`src/rtl/reset_seq_pkg.sv`:
```
// Shared definitions for the reset boot sequencer: the FSM state
// encoding and the limits used by the parameter legality check.
package reset_seq_pkg;

  typedef enum logic [1:0] {
    HOLD    = 2'd0,
    RELEASE = 2'd1,
    RUN     = 2'd2
  } seq_state_t;

  localparam int NUM_DOMAINS_MIN = 1;
  localparam int NUM_DOMAINS_MAX = 16;
  localparam int CYCLES_MIN      = 1;
  localparam int STAGGER_MIN     = 1;
  localparam int WDT_CYCLES_MIN  = 1;

endpackage

```
`src/rtl/reset_seq_domain_pulse.sv`:
```
// One domain's reset pulse stretcher: a trigger holds pulse high for
// STAGGER cycles starting at the next edge; re-triggering restarts the
// count, and clear aborts it.
module reset_seq_domain_pulse #(
  parameter int STAGGER = 4
) (
  input  logic clk,
  input  logic reset,
  input  logic clear,
  input  logic trigger,
  output logic pulse
);

  localparam int PW = $clog2(STAGGER + 1);

  logic [PW-1:0] cnt_reg;

  // Remaining pulse cycles; loads STAGGER (its maximum) and counts down to 0.
  always_ff @(posedge clk or negedge reset) begin
    if (!reset) begin
      cnt_reg <= '0;
    end else if (clear) begin
      cnt_reg <= '0;
    end else if (trigger) begin
      cnt_reg <= PW'(STAGGER);
    end else if (cnt_reg != '0) begin
      cnt_reg <= cnt_reg - 1'b1;
    end
  end

  assign pulse = (cnt_reg != '0);

endmodule

```
`src/rtl/reset_boot_sequencer.sv`:
```
// Reset boot sequencer: holds all domains in reset for CYCLES clocks,
// releases them one by one STAGGER clocks apart, then supports soft
// re-sequencing and per-domain reset pulses.
// Optional watchdog is built only when RESET_SEQ_WATCHDOG_EN is defined.
module reset_boot_sequencer
  import reset_seq_pkg::*;
#(
  parameter int NUM_DOMAINS = 2,
  parameter int CYCLES      = 20,
  parameter int STAGGER     = 4,
  parameter int WDT_CYCLES  = 1000000
) (
  input  logic                   clk,
  input  logic                   reset,
  input  logic                   soft_req,
  input  logic [NUM_DOMAINS-1:0] dom_req,
  input  logic                   heartbeat,
  output logic [NUM_DOMAINS-1:0] reset_o,
  output logic                   ready,
  output logic                   wdt_fired
);

  // One counter serves both the HOLD wait and the RELEASE stagger.
  localparam int CNT_MAX = (CYCLES > STAGGER) ? CYCLES : STAGGER;
  localparam int CNT_W   = $clog2(CNT_MAX + 1);
  localparam int IDX_W   = $clog2(NUM_DOMAINS + 1);

  if (NUM_DOMAINS < NUM_DOMAINS_MIN || NUM_DOMAINS > NUM_DOMAINS_MAX ||
      CYCLES < CYCLES_MIN || STAGGER < STAGGER_MIN ||
      WDT_CYCLES < WDT_CYCLES_MIN) begin : g_bad_params
    $error("reset_boot_sequencer: parameter out of legal range");
  end

  seq_state_t             state_reg, state_next;
  logic [CNT_W-1:0]       cnt_reg, cnt_next;
  logic [IDX_W-1:0]       idx_reg, idx_next;   // number of domains released
  logic [NUM_DOMAINS-1:0] release_mask;
  logic [NUM_DOMAINS-1:0] pulse;
  logic [NUM_DOMAINS-1:0] trigger;
  logic                   wdt_trip;
  logic                   restart;

  // A soft request or a watchdog timeout restarts the whole sequence.
  assign restart = soft_req || wdt_trip;

  // Sequencer state, counter and release index.
  always_ff @(posedge clk or negedge reset) begin
    if (!reset) begin
      state_reg <= HOLD;
      cnt_reg   <= '0;
      idx_reg   <= '0;
    end else begin
      state_reg <= state_next;
      cnt_reg   <= cnt_next;
      idx_reg   <= idx_next;
    end
  end

  // Next-state logic for the HOLD -> RELEASE -> RUN sequence.
  always_comb begin
    state_next = state_reg;
    cnt_next   = cnt_reg;
    idx_next   = idx_reg;
    case (state_reg)
      HOLD: begin
        if (soft_req) begin
          cnt_next = '0;
        end else if (cnt_reg == CNT_W'(CYCLES - 1)) begin
          state_next = (NUM_DOMAINS == 1) ? RUN : RELEASE;
          cnt_next   = '0;
          idx_next   = IDX_W'(1);
        end else if (cnt_reg < CNT_W'(CNT_MAX)) begin
          cnt_next = cnt_reg + 1'b1;
        end
      end
      RELEASE: begin
        if (soft_req) begin
          state_next = HOLD;
          cnt_next   = '0;
          idx_next   = '0;
        end else if (cnt_reg == CNT_W'(STAGGER - 1)) begin
          cnt_next = '0;
          idx_next = idx_reg + 1'b1;
          if (idx_reg == IDX_W'(NUM_DOMAINS - 1)) begin
            state_next = RUN;
          end
        end else if (cnt_reg < CNT_W'(CNT_MAX)) begin
          cnt_next = cnt_reg + 1'b1;
        end
      end
      RUN: begin
        if (restart) begin
          state_next = HOLD;
          cnt_next   = '0;
          idx_next   = '0;
        end
      end
      default: begin
        state_next = HOLD;
        cnt_next   = '0;
        idx_next   = '0;
      end
    endcase
  end

  // Per-domain release mask and pulse stretchers.
  for (genvar gi = 0; gi < NUM_DOMAINS; gi++) begin : g_dom
    assign release_mask[gi] = (IDX_W'(gi) >= idx_reg);
    assign trigger[gi]      = (state_reg == RUN) && !restart && dom_req[gi];

    reset_seq_domain_pulse #(
      .STAGGER (STAGGER)
    ) u_pulse (
      .clk     (clk),
      .reset   (reset),
      .clear   (restart),
      .trigger (trigger[gi]),
      .pulse   (pulse[gi])
    );
  end

  // Outputs decode only async-reset registers, so reset assertion is seen
  // without waiting for a clock edge.
  always_comb begin
    reset_o = '1;
    ready   = 1'b0;
    case (state_reg)
      RELEASE: reset_o = release_mask;
      RUN: begin
        reset_o = pulse;
        ready   = ~|pulse;
      end
      default: ;
    endcase
  end

`ifdef RESET_SEQ_WATCHDOG_EN
  localparam int WDT_W = $clog2(WDT_CYCLES + 1);

  logic [WDT_W-1:0] wdt_reg;
  logic             fired_reg;

  assign wdt_trip  = (state_reg == RUN) && !heartbeat &&
                     (wdt_reg == WDT_W'(WDT_CYCLES - 1));
  assign wdt_fired = fired_reg;

  // Watchdog counts RUN cycles since the last heartbeat; fired flag is sticky.
  always_ff @(posedge clk or negedge reset) begin
    if (!reset) begin
      wdt_reg   <= '0;
      fired_reg <= 1'b0;
    end else begin
      if (state_reg != RUN || heartbeat || wdt_trip) begin
        wdt_reg <= '0;
      end else if (wdt_reg < WDT_W'(WDT_CYCLES)) begin
        wdt_reg <= wdt_reg + 1'b1;
      end
      if (wdt_trip) begin
        fired_reg <= 1'b1;
      end
    end
  end
`else
  logic unused_heartbeat;
  assign unused_heartbeat = heartbeat;
  assign wdt_trip         = 1'b0;
  assign wdt_fired        = 1'b0;
`endif

endmodule

```
`config.mk`:
```
export PLATFORM = sky130hd
export DESIGN_NAME = reset_boot_sequencer
export DESIGN_NICKNAME = d
export VERILOG_FILES = /design/src/rtl/reset_seq_pkg.sv /design/src/rtl/reset_seq_domain_pulse.sv /design/src/rtl/reset_boot_sequencer.sv
export SDC_FILE = /design/constraint.sdc
export NUM_CORES = 1
export LEC_CHECK = 0
export CAP_MARGIN = 25
export CORE_ASPECT_RATIO = 1.25
export CORE_UTILIZATION = 55
export CTS_BUF_LIST = sky130_fd_sc_hd__clkbuf_2
export DETAILED_ROUTE_END_ITERATION = 7
export GPL_TIMING_DRIVEN = 0
export PLACE_DENSITY = 0.84
export SLEW_MARGIN = 10
export SYNTH_ARGS = -nofsm -noshare
export SYNTH_HDL_FRONTEND = slang
export SYNTH_SLANG_ARGS = --single-unit
```
`constraint.sdc`:
```
create_clock -name clk -period 4.6 [get_ports clk]
set_clock_uncertainty 0.05 [all_clocks]
set_input_delay 0.92 -clock clk [delete_from_list [all_inputs] [get_ports clk]]
set_output_delay 0.92 -clock clk [all_outputs]
set_load 0.01 [all_outputs]
```
== Word level (Yosys, flattened, before mapping) ==
Index checks and enable logic that the tools add are counted.
Word-level totals
  bits in read-only memories: 0
  bits of input ports: 6
  RAM bits: 0
  bits in latches: 0
  bits in registers: 15
  memories kept: 0
  logic and storage cells: 60
Operators by class
  order comparisons: 3
  $mul: 0
  mux-type cells: 25
  add/sub/neg operators: 4
  shift-type cells: 0
  reduce and logical (&&, ||, !) cells: 13
  equality and inequality tests: 10
  bitwise gates (word level): 0
  div/mod/pow operators: 0
Operator list (number)
  2-to-1 mux 5 bit: 6
  2-to-1 mux 3 bit: 6
  2-to-1 mux 2 bit: 8
  case mux 5 bit (3 select lines): 1
  case mux 2 bit (3 select lines): 2
  nonzero test 3 bit: 4
  inequality test 2 bit (second input constant): 3
  inequality test 3 bit (second input constant): 2
  subtractor 3 x 1 -> 3 bit (second input constant): 2
  adder 5 x 1 -> 5 bit (second input constant): 1
  equality test 5 x 2 -> 1 bit (second input constant): 1
  equality test 5 bit (second input constant): 1
  < comparator 5 bit (second input constant): 1
  AND reduction 5 bit: 1
  equality test 2 x 1 -> 1 bit (second input constant): 2
  greater-or-equal comparator 1 x 2 -> 1 bit (first input constant): 2
  case mux 2 bit (2 select lines): 1
  AND reduction 4 bit: 1
  logical AND 1 bit: 3
  adder 2 x 1 -> 2 bit (second input constant): 1
  equality test 2 bit (second input constant): 1
  logical NOT 1 bit: 2
  logical NOT 2 bit: 1
  OR reduction 2 bit: 1
  2-to-1 mux 1 bit: 1

== Depth between registers and ports, before layout ==
  depth in word-level cells: 5
  gate-level depth with buffers: 7

== Hierarchy ==
Synthesis repeated with hierarchy kept, for this count alone.
Unflattened totals
  cells, all modules: 113
  area total of the unflattened synthesis: 1106.1 um^2
By module, submodules not included
  reset_boot_sequencer: area an instance 750.7 um^2, cells an instance 81, times used 1
  reset_seq_domain_pulse: area an instance 177.7 um^2, cells an instance 16, times used 2

== Worst setup path after synthesis ==
OpenSTA, ideal clock, no wires.
  path type: register to output
  start point: reg state_reg[0]
  end point: out ready
  buffers on the path: 1
  setup slack: 2470 ps
  cell stages (with the launch flop): 6
  data arrival time: 1160 ps
  cells stage by stage: dfrtp_1 > inv_1 > ha_1 > buf_2 > inv_1 > nor3_1
Between the ends
  word-level cells in the longest chain between the ends: 2
RTL lines
  start, declared: RTL line reset_boot_sequencer.sv:34  | seq_state_t state_reg, state_next;
  start signal, assigned: RTL line reset_boot_sequencer.sv:53  | state_reg <= state_next;
  equality test 2 bit: RTL line reset_boot_sequencer.sv:127  | case (state_reg)
  2-to-1 mux 1 bit: RTL line reset_boot_sequencer.sv:127
  end, declared: RTL line reset_boot_sequencer.sv:19  | output logic ready,
No other way between the ends.

== Worst setup path in the final report ==
Same ends and word-level chain as after synthesis.

==> metrics.txt <==
H-tree depth=1; hold depth=2; worst-path fanout max=9; main combinational cell family by area after synthesis=simple AND/OR/NAND/NOR gates; reg2reg start=state_reg[0]; GRT Resource Usage Total=about 22%; final setup fails=0; critical path class=flip-flop to primary output; RSZ-0062 raised after global routing=false; top-area cell type share of the netlist area=roughly 37%; DP Area=between 1000 and 1500 µm²; Pwr Density=just under 600 nW/µm²; Tcrit/Tclk final=between 60% and 70%; Netlist cell types=33; TritonCTS clock tree=yes; worst-case clock buffer depth=2; initial DRC count=14; pin count of the biggest net entering global routing=16; sequential share of power=31.5%; P_sw=around 0.28 mW; Hold Violations, Final=0; internal power=roughly 0.38 mW; Via-to-Cell Ratio=around 5.6; I/O pins=10; P&R area growth vs syn=11.2%; worst-skew pair later-pin latency=~0.30 ns; Mapped Area=slightly above 1000 µm²; syn_nets=between 100 and 150; max FFs per register=6; WP data required=between 3 and 4 ns; Cell Chain, Critical Path=inv_1 -> ha_1 -> buf_2 -> inv_1 -> nor3_1 -> clkdlybuf4s50_1; DRC violations left=0; XOR/XNOR Fraction of Synth Area=around 3.4%; hold_buf cts=0; max-cap viol count=0; setup TNS=0 ns; post-CTS sizing=0; synthesized flop and latch total=15; Reg clk slew, reported paths=0.16 ns; port bufs=7; Setup crit start kind=flip-flop; Routed Antenna Nets=0; Post-CTS Setup Inserts=0; Leakage=~0.52 nW; DR pass1 iterations=5; status=complete, no violations; Setup WS post-layout=around 1.6 ns; Warnings, synthesis=0; highest metal used=met4; Synth Instances=between 100 and 150; hold_ws=~0.53 ns; # nets final=140; post-layout instance area=about 1100 µm²; drt wl/cell=13.5 µm; clk sink count=15; Synth area leader=dfrtp_1; worst flop-to-flop path endpoint=state_reg[0]; R2R cell count=7; Synth area leaders=dfrtp_1, ha_1, nor2_1; vias in the first global route=just over 800; layout cells sized above 1=around a tenth; Synth Flop Type=dfrtp_1; sequential-to-total area share from yosys stat=a little under two fifths; Core Area=1740 µm²; Crit path largest cell delay=approximately 0.55 ns; Slew HR=a little under three fifths; syn_area_per_cell=between 9 and 10 µm²; die area=just over 2000 µm²; Hold EP=g_dom[1].u_pulse.cnt_reg[0]; share of total power in combinational logic=58.1%; final RePlAce weighted congestion=0.819; gr ovfl total=0; most frequent cell on the critical path=inv_1; post-synthesis simple-gate area fraction=about 22%; metal3 WL=slightly above 80 µm; pre-CTS setup slack=approximately 2.0 ns; global-route wire length before repair=between 3000 and 4000 µm; slowest CP cell=clkdlybuf4s50_1; M1 WL=approximately 860 µm; critical path arrival=2.03 ns; CTS root buf=clkbuf_2; Synth async-reset ratio=100%; actual slew at the worst max-slew pin=around 0.66 ns; FP Rows=17; overall die width=roughly 40 µm; hold path start=g_dom[1].u_pulse.cnt_reg[0]; antenna cell count=0; mux cell area share after synthesis=roughly 4.4%; die height=about 50 µm; number of synthesized flops with an enable pin=0; peak supply drop=~0.27 mV; Num CTS Buffers=3; Routed WL=~1900 µm; Tot Pwr=around 0.66 mW; Post-Synth Adder-Cell Area=13.5%; Detail Placement HPWL=about 1400 µm; fin crit period=3.00 ns; switch share=about two fifths; Peak Freq=between 300 and 400 MHz; WL met2=between 900 and 1000 µm; Clock Power Share=about 10%; final slew viol count=0; vias=791; initial antenna violation count=0; r2r setup slk=2.71 ns; Initial Util=58.5%; post-synthesis compound-gate area fraction=between 10% and 20%; critical path capture point type=primary output; HP Class=flip-flop to flip-flop
==> layout make-up <==
class	instances	area (µm²)
Buffer	3	17.5
Clock buffer	4	20.0
Inverter	10	37.5
Tap cell	19	23.8
Fill cell	148	611
Multi-Input combinational cell	83	589
Timing Repair Buffer	7	70.1
Sequential cell	15	375
==> power groups by stage <==
stage | Combinational (mW) | Clock (mW) | Sequential, mW
final | 0.384 | 0.0683 | 0.209
after global routing | 0.436 | 0.0735 | 0.216
after CTS | 0.388 | 0.0677 | 0.208
after detailed placement | 0.384 | 0 | 0.211
after global placement | 0.368 | 0 | 0.207
after floorplan | 0.293 | 0 | 0.203
==> worst max path at each step <==
stage                       from      endpoint  slack, ns
floorplan           state_reg[0]         ready       2.47
global placement        soft_req  state_reg[0]       1.98
detailed placement  state_reg[0]         ready       1.96
CTS                 state_reg[0]         ready       1.59
global route        state_reg[0]         ready       1.48
finish              state_reg[0]         ready       1.60
==> stage by stage <==
step / instances / util (%)
6_report: 141 / 65.0
4_1_cts: 141 / 65.0
3_3_place_gp: 137 / 63.8
5_1_grt: 141 / 65.0
2_1_floorplan: 111 / -
3_5_place_dp: 137 / 63.8
==> worst max-delay path: cells and delay by family, from the launching register on <==
kind,cells,cell delay [ns]
AND/OR/NAND/NOR,1,0.18
buffers and inverters,4,0.96
flip-flops,1,0.43
adder cells (fa/ha/maj),1,0.16
==> synthesized netlist by cell type (2+ instances only) <==
cell      instances
nand2b_1          4
nand2_1          11
mux2i_1           3
dfrtp_1          15
o21ai_0           3
ha_1             11
xnor2_1           2
inv_1            10
buf_2             2
nand3_1           4
a31oi_1           3
nor2b_1           2
and2_1            2
nor2_1           14
xor2_1            2
a21oi_1           4
nor3_1            2
a211oi_1          2
==> routing by layer <==
layer	vias up	GRT usage (%)
met1	366	26.4
met3	9	3.54
met4	0	10.6
met2	20	37.6
li1	396	-
met5	-	0
==> cell families after synthesis <==
kind of cell / count (synthesis)
buffers and inverters: 13
other: 1
XOR/XNOR: 4
AO/OA/AOI/OAI: 18
AND/OR/NAND/NOR: 45
flip-flops: 15
adder cells (fa/ha/maj): 11
multiplexers: 4
==> placed cells by master (no fill, tap or decap), types with 2 or more instances in the layout <==
cell type	netlist	routed
dfrtp_1	15	15
nor2_1	14	14
nand2_1	11	11
ha_1	11	11
inv_1	10	10
clkdlybuf4s50_1	0	7
nand2b_1	4	4
nand3_1	4	4
a21oi_1	4	4
clkbuf_2	0	4
o21ai_0	3	3
mux2i_1	3	3
a31oi_1	3	3
buf_2	2	2
nor3_1	2	2
and2_1	2	2
nor2b_1	2	2
xnor2_1	2	2
xor2_1	2	2
a211oi_1	2	2
No activity file was read; power rests on OpenSTA's default activity.
